`src/rtl/pe_frame_feeder.sv`:
```
// Frame sequencer for the 3x3 weight-stationary PE array: a free-running 12-slot frame carrying
// a double-buffered weight set (slots 0-8) and a FIFO-fed activation group (slots 9-11).
module pe_frame_feeder #(
  parameter int unsigned DATA_W    = 27,
  parameter int unsigned ACT_DEPTH = 6
) (
  input  logic              clk_in,
  input  logic              rst_in,
  input  logic              w_valid_in,
  output logic              w_ready_out,
  input  logic [DATA_W-1:0] w_data_in,
  input  logic              a_valid_in,
  output logic              a_ready_out,
  input  logic [DATA_W-1:0] a_data_in,
  output logic [DATA_W-1:0] data_out,
  output logic [3:0]        slot_out,
  output logic              frame_start_out,
  output logic              frame_act_valid_out,
  output logic              underrun_out,
  output logic              w_pending_out
);

  localparam int unsigned PtrW     = $clog2(ACT_DEPTH);
  localparam int unsigned CntW     = $clog2(ACT_DEPTH + 1);
  localparam logic [3:0]  LastSlot = 4'd11;
  localparam logic [3:0]  PopSlot  = 4'd8;
  localparam logic [3:0]  LastW    = 4'd8;
  localparam logic [3:0]  FirstAct = 4'd9;

  // Frame position
  logic [3:0] slot_q;

  // Weight double buffer
  logic [8:0][DATA_W-1:0] active_q;
  logic [8:0][DATA_W-1:0] shadow_q;
  logic [3:0]             idx_q;
  logic                   pending_q;

  // Activation FIFO and the group currently presented in slots 9-11
  logic [ACT_DEPTH-1:0][DATA_W-1:0] fifo_q;
  logic [PtrW-1:0]                  wr_ptr_q;
  logic [PtrW-1:0]                  rd_ptr_q;
  logic [CntW-1:0]                  count_q;
  logic [CntW-1:0]                  count_d;
  logic [2:0][DATA_W-1:0]           grp_q;
  logic                             grp_valid_q;

  logic       w_fire;
  logic       a_fire;
  logic       pop_slot;
  logic       pop_ok;
  logic       commit;
  logic [1:0] grp_sel;

  function automatic logic [PtrW-1:0] ptr_add(input logic [PtrW-1:0] ptr,
                                               input int unsigned     inc);
    int unsigned sum;
    sum = 32'(ptr) + inc;
    if (sum >= ACT_DEPTH) begin
      sum = sum - ACT_DEPTH;
    end
    return PtrW'(sum);
  endfunction

  assign w_ready_out = ~pending_q;
  assign a_ready_out = (count_q < CntW'(ACT_DEPTH));
  assign w_fire      = w_valid_in & w_ready_out;
  assign a_fire      = a_valid_in & a_ready_out;
  assign pop_slot    = (slot_q == PopSlot);
  assign pop_ok      = pop_slot & (count_q >= CntW'(3));
  // Writes are blocked while pending, so a commit never collides with a shadow write.
  assign commit      = (slot_q == LastSlot) & pending_q;

  always_comb begin
    count_d = count_q;
    if (a_fire) begin
      count_d = count_d + CntW'(1);
    end
    if (pop_ok) begin
      count_d = count_d - CntW'(3);
    end
  end

  always_ff @(posedge clk_in or negedge rst_in) begin
    if (!rst_in) begin
      slot_q <= '0;
    end else if (slot_q == LastSlot) begin
      slot_q <= '0;
    end else begin
      slot_q <= slot_q + 4'd1;
    end
  end

  always_ff @(posedge clk_in or negedge rst_in) begin
    if (!rst_in) begin
      active_q  <= '0;
      shadow_q  <= '0;
      idx_q     <= '0;
      pending_q <= 1'b0;
    end else if (w_fire) begin
      shadow_q[idx_q] <= w_data_in;
      if (idx_q == LastW) begin
        idx_q     <= '0;
        pending_q <= 1'b1;
      end else begin
        idx_q <= idx_q + 4'd1;
      end
    end else if (commit) begin
      active_q  <= shadow_q;
      pending_q <= 1'b0;
    end
  end

  // Storage only; emptiness is tracked by count_q, so no reset is needed here.
  always_ff @(posedge clk_in) begin
    if (a_fire) begin
      fifo_q[wr_ptr_q] <= a_data_in;
    end
  end

  always_ff @(posedge clk_in or negedge rst_in) begin
    if (!rst_in) begin
      wr_ptr_q    <= '0;
      rd_ptr_q    <= '0;
      count_q     <= '0;
      grp_q       <= '0;
      grp_valid_q <= 1'b0;
    end else begin
      count_q <= count_d;
      if (a_fire) begin
        wr_ptr_q <= ptr_add(wr_ptr_q, 1);
      end
      // A partial group stays queued; the frame is zero-filled and flagged instead.
      if (pop_ok) begin
        grp_q[0]    <= fifo_q[rd_ptr_q];
        grp_q[1]    <= fifo_q[ptr_add(rd_ptr_q, 1)];
        grp_q[2]    <= fifo_q[ptr_add(rd_ptr_q, 2)];
        rd_ptr_q    <= ptr_add(rd_ptr_q, 3);
        grp_valid_q <= 1'b1;
      end else if (pop_slot) begin
        grp_q       <= '0;
        grp_valid_q <= 1'b0;
      end
    end
  end

  assign grp_sel = 2'(slot_q - FirstAct);

  always_comb begin
    data_out = '0;
    if (slot_q < FirstAct) begin
      data_out = active_q[slot_q];
    end else begin
      data_out = grp_q[grp_sel];
    end
  end

  assign slot_out            = slot_q;
  assign frame_start_out     = (slot_q == 4'd0);
  assign frame_act_valid_out = grp_valid_q;
  assign underrun_out        = pop_slot & ~pop_ok;
  assign w_pending_out       = pending_q;

endmodule

```
`config.mk`:
```
export PLATFORM = sky130hd
export DESIGN_NAME = pe_frame_feeder
export DESIGN_NICKNAME = d
export VERILOG_FILES = /design/src/rtl/pe_frame_feeder.sv
export SDC_FILE = /design/constraint.sdc
export NUM_CORES = 1
export LEC_CHECK = 0
export CORE_MARGIN = 2
export CORE_UTILIZATION = 35
export DETAILED_ROUTE_END_ITERATION = 10
export GPL_TIMING_DRIVEN = 0
export HOLD_SLACK_MARGIN = 0.03
export PLACE_DENSITY = 0.61
export SYNTH_ARGS = -nofsm -noshare
export SYNTH_HDL_FRONTEND = slang
export SYNTH_SLANG_ARGS = --single-unit
```
`constraint.sdc`:
```
create_clock -name clk_in -period 5.2 [get_ports clk_in]
set_clock_uncertainty 0.05 [all_clocks]
set_input_delay 1.04 -clock clk_in [delete_from_list [all_inputs] [get_ports clk_in]]
set_output_delay 1.04 -clock clk_in [all_outputs]
set_load 0.01 [all_outputs]
```
==> results.py, run 1 <==
metrics = {
    "logic_synthesis": {
        "netlist.area_leader.share": 0.4442,
        "ys_async_sr_fraction": 0.7834,
        "synth_cells": 2221,
        "ys_types": 45,
        "syn_avg_cell_area_um2": 14.87,
        "yosys.area.top_type": "dfrtp_1",
        "ys_ff_latch": 748,
        "ys_top_cells_by_area": "dfrtp_1 44%, mux2_2 18%, edfxtp_1 15%, mux4_2 6.5%, mux2i_1 3.3%",
        "synth_edf_count": 162,
        "syn_area_um2": 33020,
        "ys_warn_count": 0,
        "yosys_most_used_dff": "dfrtp_1",
        "synth_nets": 2297,
        "yosysSeqAreaShare": 0.5915,
    },
    "grt": {
        "grt_max_degree": 131,
        "grt_pass1_vias": 22480,
        "grt_use_met2": 0.3314,
        "top_usage_layer": "met2",
        "gr-total-overflow": 0,
        "met3_usage": 0.05452,
        "grt_util_all_layers": 0.2026,
        "grtUsageMet1": 0.2591,
        "grt_pass1_wl_um": 146700,
        "antenna_found_initial": 5,
    },
    "clock_tree": {
        "path_clk_slew_ns": 0.06,
        "postCtsHoldBufs": 0,
        "cts_sinks": 748,
        "cts_buffer_depth": 3,
        "cts-buffers-inserted": 79,
        "htreeDepth": 3,
        "cts_tree": "yes",
        "cts-root-buf": "clkbuf_16",
        "clock_latency_ns": 0.65,
    },
    "sta": {
        "relSlewSlack": 0.04312,
        "fmax_mhz": 195.9,
        "setup-violations-final": 0,
        "rsz0062_at_grt": "no",
        "finalHoldViolCount": 0,
        "post-route-period-util": 0.9816,
        "tightest_slew_ns": 1.427,
        "setup_ws_ns": 0.09591,
        "period_minus_slack_ns": 5.104,
        "maxSlewViolCount": 0,
    },
    "worst_hold_path": {
        "hp-class": "in2async",
    },
    "critical_path": {
        "crit_fanout": 10,
        "cpMostUsedCell": "buf_8",
        "path_class": "reg2out",
        "slowest_delay_ns": 0.52,
        "critPathBufInv": 7,
        "path_cells": "clkbuf_4 > buf_8 > clkbuf_16 > inv_1 > ha_2 > buf_8 > clkbuf_8 > mux2_2 > a221oi_4 > nor2_1 > clkdlybuf4s50_1",
        "crit_arrival_ns": 4.01,
        "worstPathRequired_ns": 4.11,
        "cp_top_family": "buffers and inverters",
        "startpoint_type": "flop",
        "critical_path.endpoint_type": "primary output",
        "crit_slowest_cell": "clkdlybuf4s50_1",
    },
    "die": {
        "coreArea_um2": 93470,
        "initial_core_util": 0.3532,
        "row_count": 112,
        "die_h_um": 311.1,
        "dieArea_um2": 96800,
        "die_w_um": 311.1,
        "io_pins": 95,
    },
    "route": {
        "vias": 20960,
        "vias_per_cell": 5.616,
        "avgRoutedWirePerCell_um": 26.38,
        "firstDrtPassIters": 6,
        "drt_iter0_drc": 2114,
        "drcViolationCount": 0,
        "antenna_left": 0,
        "routed_wl_um": 98440,
    },
    "layout": {
        "multi_input_area_um2": 12930,
        "fill_cells": 8431,
        "final_cells": 3731,
        "drive_gt1_frac": 0.3561,
        "syn2layout_area_growth_pct": 17.83,
        "seqCellArea_um2": 19530,
        "fin_area_um2": 38900,
        "fin_util": 0.4162,
        "nNetsFinal": 2489,
    },
    "place": {
        "dpl_cell_area_um2": 35870,
        "gp_congestion": 0.8772,
        "post-place-cells": 3585,
        "pre_cts_ws_ns": -1.595,
        "numPortBuffers": 94,
        "dp_hpwl_um": 65840,
    },
    "power": {
        "power_density_nw_per_um2": 579.7,
        "p_leak_nw": 16.21,
        "finalPower_mw": 22.55,
        "vdd_drop_max_mv": 0.4868,
    },
    "run_status": {
        "status": "completed",
    },
    "job": {
        "max-cap-violations": 0,
    },
}
[cells by family after synthesis]
logic type / synth area share
buf+inv: 0.02588
mux: 0.2729
simple gates: 0.03134
flops: 0.5915
fa+ha+maj: 0.006822
compound gates: 0.06924
xor+xnor: 0.002350
[where the power goes]
group	total, mW	switching [mW]	internal [mW]
clock network	5.74	2.38	3.37
logic	7.48	3.97	3.52
registers	9.32	1.17	8.15
total	22.6	7.51	15.0
[worst reg2reg max path, delay by kind of cell, from the launching register on]
kind	cells	cell delay, ns
buffers and inverters	5	2.35
AOI/OAI and AO/OA	3	1.45
DFF	1	0.51
adders and majority gates	1	0.44
and+or+nand+nor	1	0.11
[per-layer routing]
metal | part of all wire | vias to the layer above
met5 | 0.00035 | -
met4 | 0.036 | 6
met3 | 0.078 | 254
met2 | 0.48 | 876
met1 | 0.41 | 11040
li1 | - | 8778
[cells in the mapped netlist (10+ instances only)]
cell	count
dfrtp_1	586
mux2_2	514
edfxtp_1	162
mux2i_1	108
mux4_2	95
nor2_1	81
buf_2	76
clkbuf_1	76
nand2_1	66
a21oi_1	52
a221oi_1	39
inv_1	39
o21ai_0	37
a211oi_1	29
a22o_1	29
a211o_1	28
o22ai_1	28
a221o_1	27
a32o_1	27
and3_1	27
ha_1	18
nand3_1	18
buf_1	10
[stage by stage]
| step | TNS, ns | hold slack [ns] |
|---|---|---|
| finish | 0 | 0.4009 |
| global route | 0 | 0.4465 |
| CTS | 0 | 0.4260 |
| detailed placement | -28.30 | 0.4112 |
| global placement | - | 0.4074 |
| floorplan | 0 | 0.3904 |
[registers in the layout, indices dropped and copies added (netlist names)]
name,cells
active_q,243
count_q,3
fifo_q,162
frame_act_valid_out,1
grp_q,81
idx_q,4
rd_ptr_q,3
shadow_q,243
slot_out,4
w_pending_out,1
wr_ptr_q,3
[cell usage in the layout (no fill, tap or decap), types with 6 or more instances in the layout]
cell type,instances
mux2i_1,108
a21oi_1,52
a32o_1,27
nor2_1,76
mux4_2,95
a221oi_4,11
buf_6,10
inv_1,39
clkbuf_16,83
buf_16,7
clkbuf_8,13
clkbuf_1,86
a22o_1,29
bufinv_16,6
a221oi_1,22
clkdlybuf4s50_1,93
nand2_1,65
clkbuf_2,6
a221o_1,27
a211o_1,28
o21ai_0,37
and3_1,27
dfrtp_1,584
edfxtp_1,162
o22ai_1,28
a211oi_1,26
ha_1,17
clkinv_2,12
nand3_1,18
a221oi_2,6
buf_2,74
mux2_2,514
[final timing paths]
path | start | end | slack (ns) | depth (start not counted)
min in group clk_in | grp_q[15] | grp_q[15] | 0.42 | 2
worst max register to register | rd_ptr_q[1] | grp_q[40] | 0.23 | 10
worst min-delay path | rst_in | active_q[144] | 0.40 | 1
max in group asynchronous | rst_in | active_q[77] | 2.93 | 3
worst max-delay path | slot_out[0] | data_out[12] | 0.1 | 11
worst min register to register | grp_q[15] | grp_q[15] | 0.42 | 2
[cell type report]
type | instances | share of cell area
Clock buffer | 115 | 0.05876
Multi-Input combinational cell | 1271 | 0.3324
Antenna cell | 3 | 0.0001930
Buffer | 162 | 0.02100
Clock inverter | 27 | 0.008974
Tap cell | 1254 | 0.04033
Inverter | 39 | 0.003763
Sequential cell | 748 | 0.5021
Timing Repair Buffer | 112 | 0.03245
[timing repair]
action,CTS,global route
endpoints found under the setup margin,28,20
setup buffers,1,1
cloned,0,0
hold endpoints to repair,0,0
resized for setup,74,12
pin swaps,2,1
(Power assumes the default switching activity.)
==> run 2: changes to the inputs <==
CELL_PAD_IN_SITES_DETAIL_PLACEMENT = 1   (was unset)
CELL_PAD_IN_SITES_GLOBAL_PLACEMENT = 1   (was unset)
CTS_CLUSTER_SIZE = 12   (was unset)
PLACE_DENSITY = 0.68   (was 0.61)
SLEW_MARGIN = 20   (was unset)
==> results.py, run 2 (synthesis gave the netlist of run 1 again) <==
metrics = {
    "power": {
        "vdd_drop_max_mv": 0.3401,
        "power_density_nw_per_um2": 581.3,
        "p_leak_nw": 16.21,
    },
    "sta": {
        "setup-violations-final": 0,
        "maxSlewViolCount": 0,
        "post-route-period-util": 0.9878,
        "period_minus_slack_ns": 5.137,
        "relSlewSlack": 0.2780,
        "rsz0062_at_grt": "yes",
        "finalHoldViolCount": 0,
        "tightest_slew_ns": 1.083,
        "fmax_mhz": 194.7,
    },
    "route": {
        "vias_per_cell": 5.650,
        "avgRoutedWirePerCell_um": 27.89,
        "drt_iter0_drc": 1872,
        "vias": 21110,
        "drcViolationCount": 0,
        "antenna_left": 0,
        "firstDrtPassIters": 6,
        "routed_wl_um": 104200,
    },
    "layout": {
        "largest_registers": "active_q: 243 flops, shadow_q: 243 flops, fifo_q: 162 flops",
        "fill_cells": 9453,
        "fin_area_um2": 38860,
        "multi_input_area_um2": 12940,
        "most-common-layout-cells": "584 x dfrtp_1, 514 x mux2_2, 162 x edfxtp_1",
        "nNetsFinal": 2497,
        "final_cells": 3736,
        "syn2layout_area_growth_pct": 17.71,
        "drive_gt1_frac": 0.3569,
        "seqCellArea_um2": 19530,
        "final_common_cell": "dfrtp_1",
    },
    "die": {
        "initial_core_util": 0.3532,
        "row_count": 112,
        "die_h_um": 311.1,
        "io_pins": 95,
        "dieArea_um2": 96800,
        "die_w_um": 311.1,
        "coreArea_um2": 93470,
    },
    "critical_path": {
        "crit_arrival_ns": 4.05,
        "critical_path.endpoint_type": "primary output",
        "crit_fanout": 10,
        "startpoint_type": "flop",
        "worstPathRequired_ns": 4.11,
        "rr_worst_depth": 10,
        "path_class": "reg2out",
    },
    "place": {
        "dp_hpwl_um": 70570,
        "numPortBuffers": 94,
        "dpl_cell_area_um2": 35950,
        "gp_congestion": 0.8522,
        "post-place-cells": 3592,
    },
    "clock_tree": {
        "cts_tree": "yes",
        "htreeDepth": 3,
        "postCtsHoldBufs": 0,
        "cts-buffers-inserted": 81,
        "clock_latency_ns": 0.64,
        "path_clk_slew_ns": 0.06,
        "cts_buffer_depth": 3,
        "cts-root-buf": "clkbuf_16",
        "cts_sinks": 748,
    },
    "grt": {
        "grt_pass1_vias": 23260,
        "antenna_found_initial": 4,
        "grt_util_all_layers": 0.2135,
        "grt_pass1_wl_um": 154900,
        "grt_max_degree": 105,
        "gr-total-overflow": 0,
    },
    "run_status": {
        "status": "completed",
    },
    "worst_hold_path": {
        "hp-class": "in2async",
    },
    "job": {
        "max-cap-violations": 0,
    },
}
run 2: cell types whose count changed in the layout (fill, tap and decap cells not counted), moves of 2 or more:
cell       previous run  this run
bufinv_16             6         1
clkinv_1              1         5
buf_12                0         2
buf_6                10         5
inv_6                 3         1
buf_4                 3        12
clkbuf_8             13        17
clkbuf_4              3         1
buf_8                 5         2
run 2: layout make-up:
class,instances,share of cell area
multi-input combinational,1271,0.3329
clock inverter,24,0.004990
buffer,162,0.02138
inverter,39,0.003767
timing repair buffer,118,0.03403
clock buffer,118,0.05988
antenna,2,0.0001288
sequential,748,0.5026
tap,1254,0.04037
run 2: power breakdown:
group,internal [mW],switching [mW],leakage [nW],total [mW]
logic,3.54,4.10,6.14,7.65
clock network,3.16,2.41,1.24,5.57
registers,8.16,1.22,8.83,9.38
run 2: critical path, cell delays in order (launching register included):
cell	delay [ns]
dfrtp_1	0.46
clkbuf_1	0.33
clkdlybuf4s15_1	0.82
mux2i_1	0.33
nor2_1	0.08
a211oi_1	0.79
nor2_1	0.09
clkdlybuf4s50_1	0.51
run 2: through the flow:
step / TNS [ns] / worst slack, ns / hold slack (ns) / utilization / total power, mW
2_1_floorplan: 0 / 1.245 / 0.3904 / - / 13.97
3_3_place_gp: - / -22.36 / 0.4079 / 0.3801 / 16.35
3_5_place_dp: -31.43 / -1.851 / 0.4136 / 0.3846 / 16.91
4_1_cts: 0 / 0.02641 / 0.2459 / 0.4153 / 22.60
5_1_grt: 0 / 0.0003526 / 0.2700 / 0.4158 / 23.66
6_report: 0 / 0.06327 / 0.2509 / 0.4158 / 22.59
run 2: per-layer routing:
metal	track usage	routed length (um)	part of all wire	vias up
li1	-	-	-	8776
met1	0.2768	43350	0.42	11290
met2	0.3557	50680	0.49	776
met3	0.03886	6136	0.059	263
met4	0.08158	4015	0.039	4
met5	0	32	0.00031	-
run 2: path summary, 6_finish.rpt:
check,start,to,slack (ns)
hold reg to reg,grp_q[26],grp_q[26],0.43
setup / recovery,slot_out[2],data_out[3],0.06
hold / removal,rst_in,grp_q[22],0.25
setup reg to reg,rd_ptr_q[1],grp_q[60],0.17
min in group clk_in,grp_q[26],grp_q[26],0.43
max in group asynchronous,rst_in,active_q[95],2.76
run 2: what timing repair did:
item | 4_1_cts | 5_1_grt
hold endpoints to repair | 0 | 0
pin swaps | 2 | 4
buffers inserted | 1 | 0
setup endpoints to repair | 28 | 13
gates resized for setup | 67 | 12
gates cloned | 0 | 0
